`config.mk`:
```
export PLATFORM = sky130hd
export DESIGN_NAME = iicm_wr_engine
export DESIGN_NICKNAME = d
export VERILOG_FILES = /design/src/rtl/iicm_wr_engine.sv
export SDC_FILE = /design/constraint.sdc
export NUM_CORES = 1
export LEC_CHECK = 0
export CORE_ASPECT_RATIO = 1.4
export CORE_MARGIN = 4
export CORE_UTILIZATION = 58
export CTS_CLUSTER_DIAMETER = 40
export DETAILED_ROUTE_END_ITERATION = 7
export PLACE_DENSITY_LB_ADDON = 0.25
export SETUP_SLACK_MARGIN = 0.05
export SYNTH_ARGS = -nofsm -noshare
export SYNTH_HDL_FRONTEND = slang
export SYNTH_SLANG_ARGS = --single-unit
```
`constraint.sdc`:
```
create_clock -name clk -period 3.6 [get_ports clk]
set_input_delay 0.36 -clock clk [delete_from_list [all_inputs] [get_ports clk]]
set_output_delay 0.36 -clock clk [all_outputs]
set_load 0.005 [all_outputs]
```
`src/rtl/iicm_wr_engine.sv`:
```
// I2C single-master write engine: START, chip address (W), register address, 0..MAX_BYTES data bytes, STOP.
// Optional slave clock stretching in q2 of each bit slot is enabled by defining IICM_CLK_STRETCH_EN.
module iicm_wr_engine #(
    parameter int         QDIV      = 25,
    parameter int         MAX_BYTES = 4,
    parameter int         CNT_W     = $clog2(MAX_BYTES) + 1,
    parameter logic [7:0] CHIP_ADDR = 8'hD0
) (
    input  logic                   clk,
    input  logic                   rstn,
    input  logic                   start,
    input  logic [7:0]             reg_addr,
    input  logic [8*MAX_BYTES-1:0] wr_data,
    input  logic [CNT_W-1:0]       byte_cnt,
    output logic                   busy,
    output logic                   done,
    output logic                   nack_err,
    output logic                   sda_oe,
    output logic                   scl_oe,
    input  logic                   sda_i,
    input  logic                   scl_i
);
    localparam int QW = (QDIV > 1) ? $clog2(QDIV) : 1;

    localparam logic [2:0] S_IDLE  = 3'd0;
    localparam logic [2:0] S_START = 3'd1;
    localparam logic [2:0] S_CHIP  = 3'd2;
    localparam logic [2:0] S_REG   = 3'd3;
    localparam logic [2:0] S_DATA  = 3'd4;
    localparam logic [2:0] S_STOP  = 3'd5;

    logic [2:0]             state_q, state_d;
    logic [QW-1:0]          qcnt_q, qcnt_d;
    logic [1:0]             q_q, q_d;
    logic [3:0]             bit_q, bit_d;
    logic [7:0]             sh_q, sh_d;
    logic [7:0]             reg_q, reg_d;
    logic [8*MAX_BYTES-1:0] data_q, data_d;
    logic [CNT_W-1:0]       rem_q, rem_d;
    logic                   nack_q, nack_d;
    logic                   busy_q, busy_d;
    logic                   done_q, done_d;
    logic                   nerr_q, nerr_d;

    logic byte_st, q_end, slot_end, ack_smp, nack_now, hold;

    assign byte_st  = (state_q == S_CHIP) || (state_q == S_REG) || (state_q == S_DATA);
    assign q_end    = (qcnt_q == QW'(QDIV - 1));
    assign slot_end = q_end && (q_q == 2'd3);
    assign ack_smp  = byte_st && (bit_q == 4'd8) && (q_q == 2'd3) && (qcnt_q == '0);
    assign nack_now = nack_q || (ack_smp && sda_i);

`ifdef IICM_CLK_STRETCH_EN
    // Slave holding SCL low freezes the quarter counter at the start of the high phase.
    assign hold = (q_q == 2'd2) && (qcnt_q == '0) && !scl_i;
`else
    logic unused_scl;
    assign unused_scl = scl_i;
    assign hold = 1'b0;
`endif

    always_comb begin
        state_d = state_q;
        qcnt_d  = qcnt_q;
        q_d     = q_q;
        bit_d   = bit_q;
        sh_d    = sh_q;
        reg_d   = reg_q;
        data_d  = data_q;
        rem_d   = rem_q;
        nack_d  = nack_q;
        busy_d  = busy_q;
        done_d  = 1'b0;
        nerr_d  = nerr_q;
        if (state_q == S_IDLE) begin
            if (start) begin
                state_d = S_START;
                qcnt_d  = '0;
                q_d     = 2'd0;
                bit_d   = 4'd0;
                nack_d  = 1'b0;
                reg_d   = reg_addr;
                data_d  = wr_data;
                rem_d   = (byte_cnt > CNT_W'(MAX_BYTES)) ? CNT_W'(MAX_BYTES) : byte_cnt;
                nerr_d  = 1'b0;
                busy_d  = 1'b1;
            end
        end else begin
            if (!hold) begin
                if (q_end) begin
                    qcnt_d = '0;
                    q_d    = q_q + 2'd1;
                end else begin
                    qcnt_d = qcnt_q + QW'(1);
                end
            end
            if (ack_smp && sda_i) begin
                nack_d = 1'b1;
                nerr_d = 1'b1;
            end
            if (slot_end) begin
                case (state_q)
                    S_START: begin
                        state_d = S_CHIP;
                        sh_d    = {CHIP_ADDR[7:1], 1'b0};
                        bit_d   = 4'd0;
                    end
                    S_CHIP, S_REG, S_DATA: begin
                        if (bit_q != 4'd8) begin
                            bit_d = bit_q + 4'd1;
                            sh_d  = {sh_q[6:0], 1'b0};
                        end else begin
                            bit_d  = 4'd0;
                            nack_d = 1'b0;
                            if (nack_now) begin
                                state_d = S_STOP;
                            end else if (state_q == S_CHIP) begin
                                state_d = S_REG;
                                sh_d    = reg_q;
                            end else if (rem_q == '0) begin
                                state_d = S_STOP;
                            end else begin
                                state_d = S_DATA;
                                sh_d    = data_q[7:0];
                                data_d  = data_q >> 8;
                                rem_d   = rem_q - CNT_W'(1);
                            end
                        end
                    end
                    S_STOP: begin
                        state_d = S_IDLE;
                        busy_d  = 1'b0;
                        done_d  = 1'b1;
                    end
                    default: state_d = S_IDLE;
                endcase
            end
        end
    end

    // Pad drive decoded from registered state; SCL is low in q0-q1 of every bit slot.
    always_comb begin
        sda_oe = 1'b0;
        scl_oe = 1'b0;
        case (state_q)
            S_START: sda_oe = q_q[1];
            S_CHIP, S_REG, S_DATA: begin
                scl_oe = ~q_q[1];
                sda_oe = (bit_q == 4'd8) ? 1'b0 : ~sh_q[7];
            end
            S_STOP: begin
                sda_oe = (q_q != 2'd3);
                scl_oe = (q_q == 2'd0);
            end
            default: ;
        endcase
    end

    always_ff @(posedge clk or negedge rstn) begin
        if (!rstn) begin
            state_q <= S_IDLE;
            qcnt_q  <= '0;
            q_q     <= 2'd0;
            bit_q   <= 4'd0;
            sh_q    <= 8'd0;
            reg_q   <= 8'd0;
            data_q  <= '0;
            rem_q   <= '0;
            nack_q  <= 1'b0;
            busy_q  <= 1'b0;
            done_q  <= 1'b0;
            nerr_q  <= 1'b0;
        end else begin
            state_q <= state_d;
            qcnt_q  <= qcnt_d;
            q_q     <= q_d;
            bit_q   <= bit_d;
            sh_q    <= sh_d;
            reg_q   <= reg_d;
            data_q  <= data_d;
            rem_q   <= rem_d;
            nack_q  <= nack_d;
            busy_q  <= busy_d;
            done_q  <= done_d;
            nerr_q  <= nerr_d;
        end
    end

    assign busy     = busy_q;
    assign done     = done_q;
    assign nack_err = nerr_q;
endmodule

```
# Yosys cells after proc, flatten, opt, wreduce, memory -nomap -nowiden
# Index checks and enable logic that the tools add are counted.
[totals]
regBits = 69
out_inout_bits = 5
wordCells = 125
[classes]
addsub = 4
magnitude_cmp = 1
n_eq_ne = 18
mux = 59
bitwise_logic = 3
n_reduce_logical = 28
[ops]
columns = ["cell", "count"]
rows = [
  ["32-bit two-way mux", 8],
  ["3-bit two-way mux", 15],
  ["8-bit two-way mux", 4],
  ["1-bit two-way mux", 17],
  ["4-bit two-way mux", 4],
  ["8-bit case mux with 2 select lines", 1],
  ["5-bit two-way mux", 3],
  ["2-bit nonzero test", 6],
  ["3-bit AND reduction", 3],
  ["2-bit inequality test (second input constant)", 4],
  ["4-bit inequality test (second input constant)", 2],
  ["4-bit case mux with 2 select lines", 1],
  ["7-bit AND reduction", 1],
  ["3-bit by 2-bit == test with 1-bit output (second input constant)", 2],
  ["3-bit == test (second input constant)", 2],
  ["3-bit zero test", 2],
  ["2-bit two-way mux", 3],
  ["3-bit inequality test (second input constant)", 2],
  ["3-bit case mux with 2 select lines", 1],
  ["2-bit AND reduction", 3],
  ["5-bit by 1-bit adder with 5-bit output (second input constant)", 1],
  ["5-bit == test (second input constant)", 1],
  ["1-bit logical AND", 5],
  ["5-bit zero test", 1],
  ["other kinds (16)", 21],
]

# Depth between registers and ports, before layout
# Gate-level depths: netlist of the first run.
[depth]
depth_word = 13
mapped_depth = 8
depth_no_buf = 7

# Worst setup path after synthesis of the first run
# OpenSTA, ideal clock, no wires.
[synth_timing]
kind = "register to register"
start = "register qcnt_q[0]"
end = "register data_q[15]"
setup_time_ns = 0.150
arrival_ns = 1.710
setup_slack_ns = 1.741
path_stages_with_launch = 8
path_cell_list = "dfrtp_1 -> inv_1 -> ha_1 -> and3b_1 -> nand3_1 -> o31ai_4 -> clkbuf_1 -> a41oi_1"
[synth_via]
elab_chain_len = 6
[synth_rtl]
columns = ["element", "line", "text"]
rows = [
  ["start: declaration", "33", "logic [QW-1:0] qcnt_q, qcnt_d;"],
  ["start signal: assignment", "175", "qcnt_q <= qcnt_d;"],
  ["5-bit zero test", "50", "assign ack_smp = byte_st && (bit_q == 4'd8) && (q_q == 2'd3) && (qcnt_q == '0);"],
  ["1-bit logical AND", "50", ""],
  ["1-bit logical AND", "51", "assign nack_now = nack_q || (ack_smp && sda_i);"],
  ["1-bit logical OR", "51", ""],
  ["2-bit by 1-bit inequality test with 1-bit output (no source line)", "--", ""],
  ["7-bit AND reduction (no source line) (*)", "--", ""],
  ["end signal: assignment", "180", "data_q <= data_d;"],
  ["end: declaration", "38", "logic [8*MAX_BYTES-1:0] data_q, data_d;"],
]
# Mark *: on every way between the ends. The rest lies on a longest branch, timed or not.
# A chain may end at the register's enable or synchronous reset.

# Final worst setup path of the first run
[layout_timing]
start = "register state_q[2]"
end = "register data_q[10]"
[layout_via]
elab_chain_len = 10
[layout_rtl]
columns = ["element", "line", "text"]
rows = [
  ["start: declaration", "32", "logic [2:0] state_q, state_d;"],
  ["start signal: assignment", "174", "state_q <= state_d;"],
  ["3-bit by 2-bit == test with 1-bit output, on equally long branches", "47, 102, 117", ""],
  ["1-bit logical OR (2 in a row)", "47", "assign byte_st = (state_q == S_CHIP) || (state_q == S_REG) || (state_q == S_DATA);"],
  ["1-bit logical AND (3 in a row)", "50", ""],
  ["1-bit logical AND", "51", ""],
  ["1-bit logical OR", "51", ""],
  ["2-bit by 1-bit inequality test with 1-bit output (no source line)", "--", ""],
  ["7-bit AND reduction (no source line)", "--", ""],
]
# Several ways; a longest one is shown, not always the timed one.

==> metrics.md, run 1 <==
| Metric | Value |
|---|---|
| Fin cells | 509 |
| DRT Wirelength | about 8500 um |
| Design area | 4340 um2 |
| Netlist cell types | 46 |
| Met3 routed wirelength | 441 um |
| GPL Wtd Cong | between 0.8 and 0.9 |
| Total of max-cap violations | 0 |
| Post-route clock period utilization | 0.772 |
| Synthesized instance count | 391 |
| Placement Rows | 33 |
| CTS hold repair buffers | 0 |
| Core area | 5950 um2 |
| Status | complete, but fails checks |
| FFs w/ async S/R, synth | 1.00 |
| Initial Util | 0.603 |
| Routed WL per cell | ~17 um |
| Startpoint types | flop |
| Hold Vio Cnt, Final | 10 |
| Ant. Diodes | 0 |
| Worst min-delay path category | input pin to asynchronous set/reset pin |
| Clock Sinks | between 60 and 70 |
| Hold_ws | -0.00140 ns |
| PnR worst setup slack | 0.820 ns |
| Largest net degree at the start of global routing | 46 |
| Slew Limit Fails | 0 |
| Most common cell in the netlist | nand2_1 |
| Worst Path Required | slightly below 4 ns |
| DP HPWL | 5810 um |
| Fin crit period | approximately 2.8 ns |
| Final setup fails | 0 |
| Seq/Total Area, Yosys | 0.482 |
| Met2 Wirelength | 4510 um |
| GRT Overall Usage | 0.250 |
| IO Count | 53 |
| Top-area cell type share of the netlist area | 0.482 |
| Worst setup EP type | flop |
| Yosys top cell by area | dfrtp_1 |
| Top cells by count, synth | 92 x nand2_1, 69 x dfrtp_1, 32 x a21oi_1 |
| Routed Antenna Nets | 0 |
| Gr ovfl total | 0 |
| Worst R2R End | data_q[10] |
| DRC | 0 |
| Placed Cells | approximately 500 |
| CTS tree | built |
| Failing checks | negative hold slack |
| CTS max path bufs | 2 |
| Net Count, Synth | 447 |
| Power Density | 562 nW/um2 |
| Area after DPL | 4130 um2 |
| VDD IR-drop max | 392 uV |
| Static Leak | between 1.5 and 2 nW |
| Post-CTS Resized | 0 |
| Worst-Skew Late Latency | approximately 0.35 ns |
| Port-buffer cells | between 50 and 60 |
| Max Clock Skew | 0.00980 ns |
| Metal-1 WL | ~3400 um |
| RSZ-0062 raised after global routing | no |
| Post-synth EDFFs | 0 |
| Vias in the first global route | around 3,100 |
| Synthesis warning total | 0 |
| R2R depth | 6 |
| CTS root buf | clkbuf_8 |
| Top post-synthesis cells by area | dfrtp_1 48%, nand2_1 9.6%, a41oi_1 5.9% |
| Fin util | 0.730 |
| Die Span Y | approximately 100 um |
| Slew headroom | 0.529 |
| CTS Buf Count | 9 |
| P&R area growth vs syn | 21.1% |
| Arrival @ worst endpoint | 3.03 ns |
| Commonest register cell after synthesis | dfrtp_1 |
| CP max FO | 19 |
| Reg-to-reg slack, setup | ~0.82 ns |
| First-pass GRT wire length | 14,500 um |
| Cell area after synthesis | about 3600 um2 |
| Max layer used | met4 |
| DRT iter0 DRCs | 330 |
| Vias per cell | roughly 6 |
| Setup TNS | 0 ns |
| Reg2reg start | state_q[2] |
| Fmax | 360 MHz |
| Detailed Routing Iterations Pass 1 | 4 |
| Synth Register Bits | just under 70 |
| Syn avg cell area | about 9 um2 |
| Worst Tran Pin Value | between 0.7 and 0.8 ns |
| H-Tree Depth | 3 |
| Clk slew on worst S/H paths | 0.08 ns |
| Fin nets | a little under 500 |
| Die width | 74.4 um |
| Initial antenna violation count | 0 |
| # Post-CTS Setup Buffers | 0 |
| Share of layout cells above drive strength 1 | 0.0934 |
| Setup WS pre-CTS | about 0.95 ns |
| Vias | 3,085 |
| Total die area | ~7500 um2 |
| Setup CP Type | flop to flop |
[sequential cells by signal, summed over array words and instances (netlist names)]
register  flops
data_q       32
reg_q         8
sh_q          8
qcnt_q        5
bit_q         4
rem_q         3
state_q       3
q_q           2
busy          1
done          1
nack_err      1
nack_q        1
[cell usage in the layout (no fill, tap or decap), drive strengths merged, types with 7 or more instances in the layout]
cell           count
clkbuf            10
a21oi             32
a41oi             24
o21ai             32
nor2              18
mux2i              7
inv               12
clkdlybuf4s50     50
dfrtp             69
ha                 8
nand2             93
buf               10
a22o               8
[layout make-up]
| cell class | count | area, um2 |
|---|---|---|
| Clock buffer | 10 | 138 |
| Tap cell | 70 | 87.6 |
| Fill cell | 466 | 1610 |
| Inverter | 11 | 41.3 |
| Multi-Input combinational cell | 283 | 1700 |
| Timing Repair Buffer | 60 | 573 |
| Sequential cell | 69 | 1730 |
| Clock inverter | 6 | 70.1 |
[report_power, final]
part           switching [mW]  internal [mW]  total, mW  leakage, nW
Clock                   0.319          0.344      0.663        0.107
Combinational           0.313          0.300      0.613        0.952
Sequential              0.179          0.984       1.16        0.800
Total                   0.812           1.63       2.44         1.86
[layer usage]
metal / GRT usage / up-vias
li1: - / 1488
met1: 0.308 / 1491
met2: 0.425 / 94
met3: 0.0479 / 12
met4: 0.0986 / 0
met5: 0 / -
[how the worst max path moves through the flow]
| stage | startpoint | endpoint | slack, ns |
|---|---|---|---|
| 5_1_grt | state_q[2] | data_q[16] | 0.61 |
| 3_5_place_dp | state_q[2] | data_q[29] | 0.95 |
| 3_3_place_gp | state_q[2] | data_q[28] | 0.94 |
| 6_report | state_q[2] | data_q[10] | 0.82 |
| 2_1_floorplan | qcnt_q[0] | data_q[15] | 1.74 |
| 4_1_cts | state_q[2] | data_q[10] | 0.86 |
[worst max-delay path, cell delays in order, from the launching register on]
cell and delay (ns):
dfrtp_1 0.63, nor3b_2 0.41, o21ai_2 0.27, o31ai_4 0.68
buf_4 0.33, a21oi_1 0.11, a41oi_1 0.23
[metrics by stage]
| step | power [mW] | hold slack [ns] |
|---|---|---|
| 4_1_cts | 2.45 | 0.00948 |
| 3_5_place_dp | 1.78 | 0.389 |
| 2_1_floorplan | 1.56 | 0.0644 |
| 3_3_place_gp | 1.73 | 0.392 |
| 6_report | 2.44 | -0.00140 |
| 5_1_grt | 2.62 | 0.0383 |
[cells by family (layout without fill, tap and decap cells)]
kind of cell	Yosys count	after routing	synth area share
adder cells (fa/ha/maj)	8	8	0.0279
flip-flops	69	69	0.482
buffers and inverters	39	87	0.0478
AO/OA/AOI/OAI	121	121	0.233
AND/OR/NAND/NOR	144	144	0.181
multiplexers	10	10	0.0290
(Power assumes the default switching activity.)
==> inputs of run 2 (changes only) <==
CORE_UTILIZATION = 49   (was 58)
clock period = 2.3 ns   (was 3.6 ns; I/O delays follow)
==> metrics.md, run 2 (synthesis gave the netlist of run 1 again) <==
| Metric | Value |
|---|---|
| Status | complete, no violations |
| GPL Wtd Cong | 0.826 (-1.1%) |
| DRT iter0 DRCs | 320 (-3.0%) |
| CTS tree | built |
| P&R area growth vs syn | 30.1% |
| CP max stage delay | 0.52 ns (-0.16 ns) |
| Worst Tran Pin Value | 0.423 ns (-0.283 ns) |
| Port-buffer cells | 51 (unchanged) |
| Die width | 80.3 um (+7.9%) |
| Leading registers by flop count | data_q (32), reg_q (8), sh_q (8) |
| Share of layout cells above drive strength 1 | 0.135 (+0.0420) |
| First-pass GRT wire length | 14,000 um (-3.0%) |
| Arrival @ worst endpoint | 1.89 ns (-1.14 ns) |
| Worst setup EP type | output port |
| RSZ-0062 raised after global routing | yes |
| Routed WL per cell | 15.4 um (-8.0%) |
| Detailed Routing Iterations Pass 1 | 5 (+1) |
| Setup TNS | 0 ns (unchanged) |
| DP HPWL | 5790 um (-0.28%) |
| VDD IR-drop max | 729 uV (+86%) |
| Max Clock Skew | 0.00825 ns (-0.00155 ns) |
| Commonest non-fill, non-tap cell in the layout | nand2_1 |
| Largest net degree at the start of global routing | 70 (+52%) |
| CTS max path bufs | 2 (unchanged) |
| Max reg flops | 32 (unchanged) |
| CP max FO | 13 (-6) |
| CP Cell Sequence | buf_4, nor3b_4, o21ai_2, o21ai_1, clkdlybuf4s50_1 |
| Initial antenna violation count | 0 (unchanged) |
| Setup CP Type | flop to output port |
| Fin util | 0.663 (-0.0665) |
| Most frequent cells in the layout | 92 x nand2_1, 68 x dfrtp_1, 49 x clkdlybuf4s50_1, 32 x a21oi_1, 25 x o21ai_0 |
| Slowest CP cell | clkdlybuf4s50_1 |
| Vias per cell | 5.67 (-6.5%) |
| Total die area | 8760 um2 (+17%) |
| Fmax | about 470 MHz |
| CTS root buf | clkbuf_8 |
| Ant. Diodes | 0 (unchanged) |
| Worst-Skew Late Latency | 0.36 ns (about the same) |
| Clk slew on worst S/H paths | 0.08 ns (about the same) |
| Total of max-cap violations | 0 (unchanged) |
| CTS Buf Count | 9 (unchanged) |
| Die Span Y | 109 um (+8.1%) |
| DRT Wirelength | 8530 um (about the same) |
| Most flops, register | data_q |
| Gr ovfl total | 0 (unchanged) |
| Vias in the first global route | 3,014 (-2.6%) |
| Slew headroom | 0.717 (+0.188) |
| Fin crit period | 2.12 ns |
| Post-route clock period utilization | 0.920 |
| Vias | 3,134 (+1.6%) |
| Layout fillers | 595 (+28%) |
| DRC | 0 (unchanged) |
| Fin nets | 509 (+3.9%) |
| Core area | 7030 um2 (+18%) |
| Static Leak | 2.02 nW (+8.7%) |
| Power Density | 903 nW/um2 (+61%) |
| Hold Vio Cnt, Final | 0 (-10) |
| Routed Antenna Nets | 0 (unchanged) |
| IO Count | 53 (unchanged) |
| H-Tree Depth | 3 (unchanged) |
| Worst min-delay path category | input pin to flop |
| Worst Path Required | 2.07 ns (-1.78 ns) |
| Clock Sinks | 69 (unchanged) |
| Startpoint types | flop |
| Slew Limit Fails | 0 (unchanged) |
| GRT Overall Usage | 0.208 (-0.0421) |
| Initial Util | 0.510 (-0.0927) |
| Placement Rows | 36 (+9.1%) |
| Final setup fails | 0 (unchanged) |
## run 2: power breakdown
part	switching, mW	internal (mW)
Combinational	0.528	0.521
Sequential	0.240	1.54
Clock	0.487	0.893
## run 2: through the flow
| stage | hold WS, ns | area [um2] | instances | total power, mW | worst slack [ns] |
|---|---|---|---|---|---|
| after floorplan | -0.0656 | 3580 | 391 | 2.45 | 0.441 |
| after global placement | 0.285 | 4290 | 528 | 2.76 | 0.148 |
| after detailed placement | 0.283 | 4290 | 528 | 2.81 | 0.145 |
| after CTS | 0.402 | 4610 | 547 | 4.21 | 0.0522 |
| after global routing | 0.423 | 4660 | 553 | 4.47 | 0.0331 |
| final | 0.406 | 4660 | 553 | 4.21 | 0.184 |
## run 2: cell type report
class	count	area, um2	share of cell area
timing repair buffer	79	778	0.167
clock buffer	11	151	0.0325
clock inverter	5	129	0.0276
tap	95	119	0.0255
inverter	11	41.3	0.00886
multi-input combinational	283	1720	0.368
sequential	69	1730	0.371
## run 2: path summary, 6_finish.rpt
kind,startpoint,to,cells after the start,slack [ns]
worst max-delay path,state_q[1],sda_oe,5,0.18
worst min register to register,reg_q[7],reg_q[7],2,0.49
max in group asynchronous,rstn,sh_q[3],3,1.57
worst min-delay path,reg_addr[1],reg_q[1],3,0.41
worst max register to register,qcnt_q[1],data_q[21],8,0.21
min in group asynchronous,rstn,state_q[1],3,0.42
## run 2: what timing repair did
| action | CTS | global route |
|---|---|---|
| buffers inserted | 2 | 6 |
| pin swaps | 1 | 3 |
| endpoints found under the setup margin | 2 | 12 |
| hold buffers | 1 | 0 |
| hold endpoints to repair | 69 | 0 |
| gates resized for setup | 3 | 5 |
## run 2: worst max-delay path: cells and delay by family, from the launching register on
family	cells	cell delay, ns
AOI/OAI and AO/OA	2	0.21
buffers and inverters	2	0.71
DFF	1	0.38
and+or+nand+nor	1	0.22
## run 2: routing by layer
metal / global-route usage / wire length, um / vias to the layer above
met5: 0 / 0 / -
met4: 0.101 / 232 / 0
met3: 0.0388 / 422 / 21
met2: 0.348 / 4370 / 103
met1: 0.256 / 3510 / 1486
li1: - / - / 1524
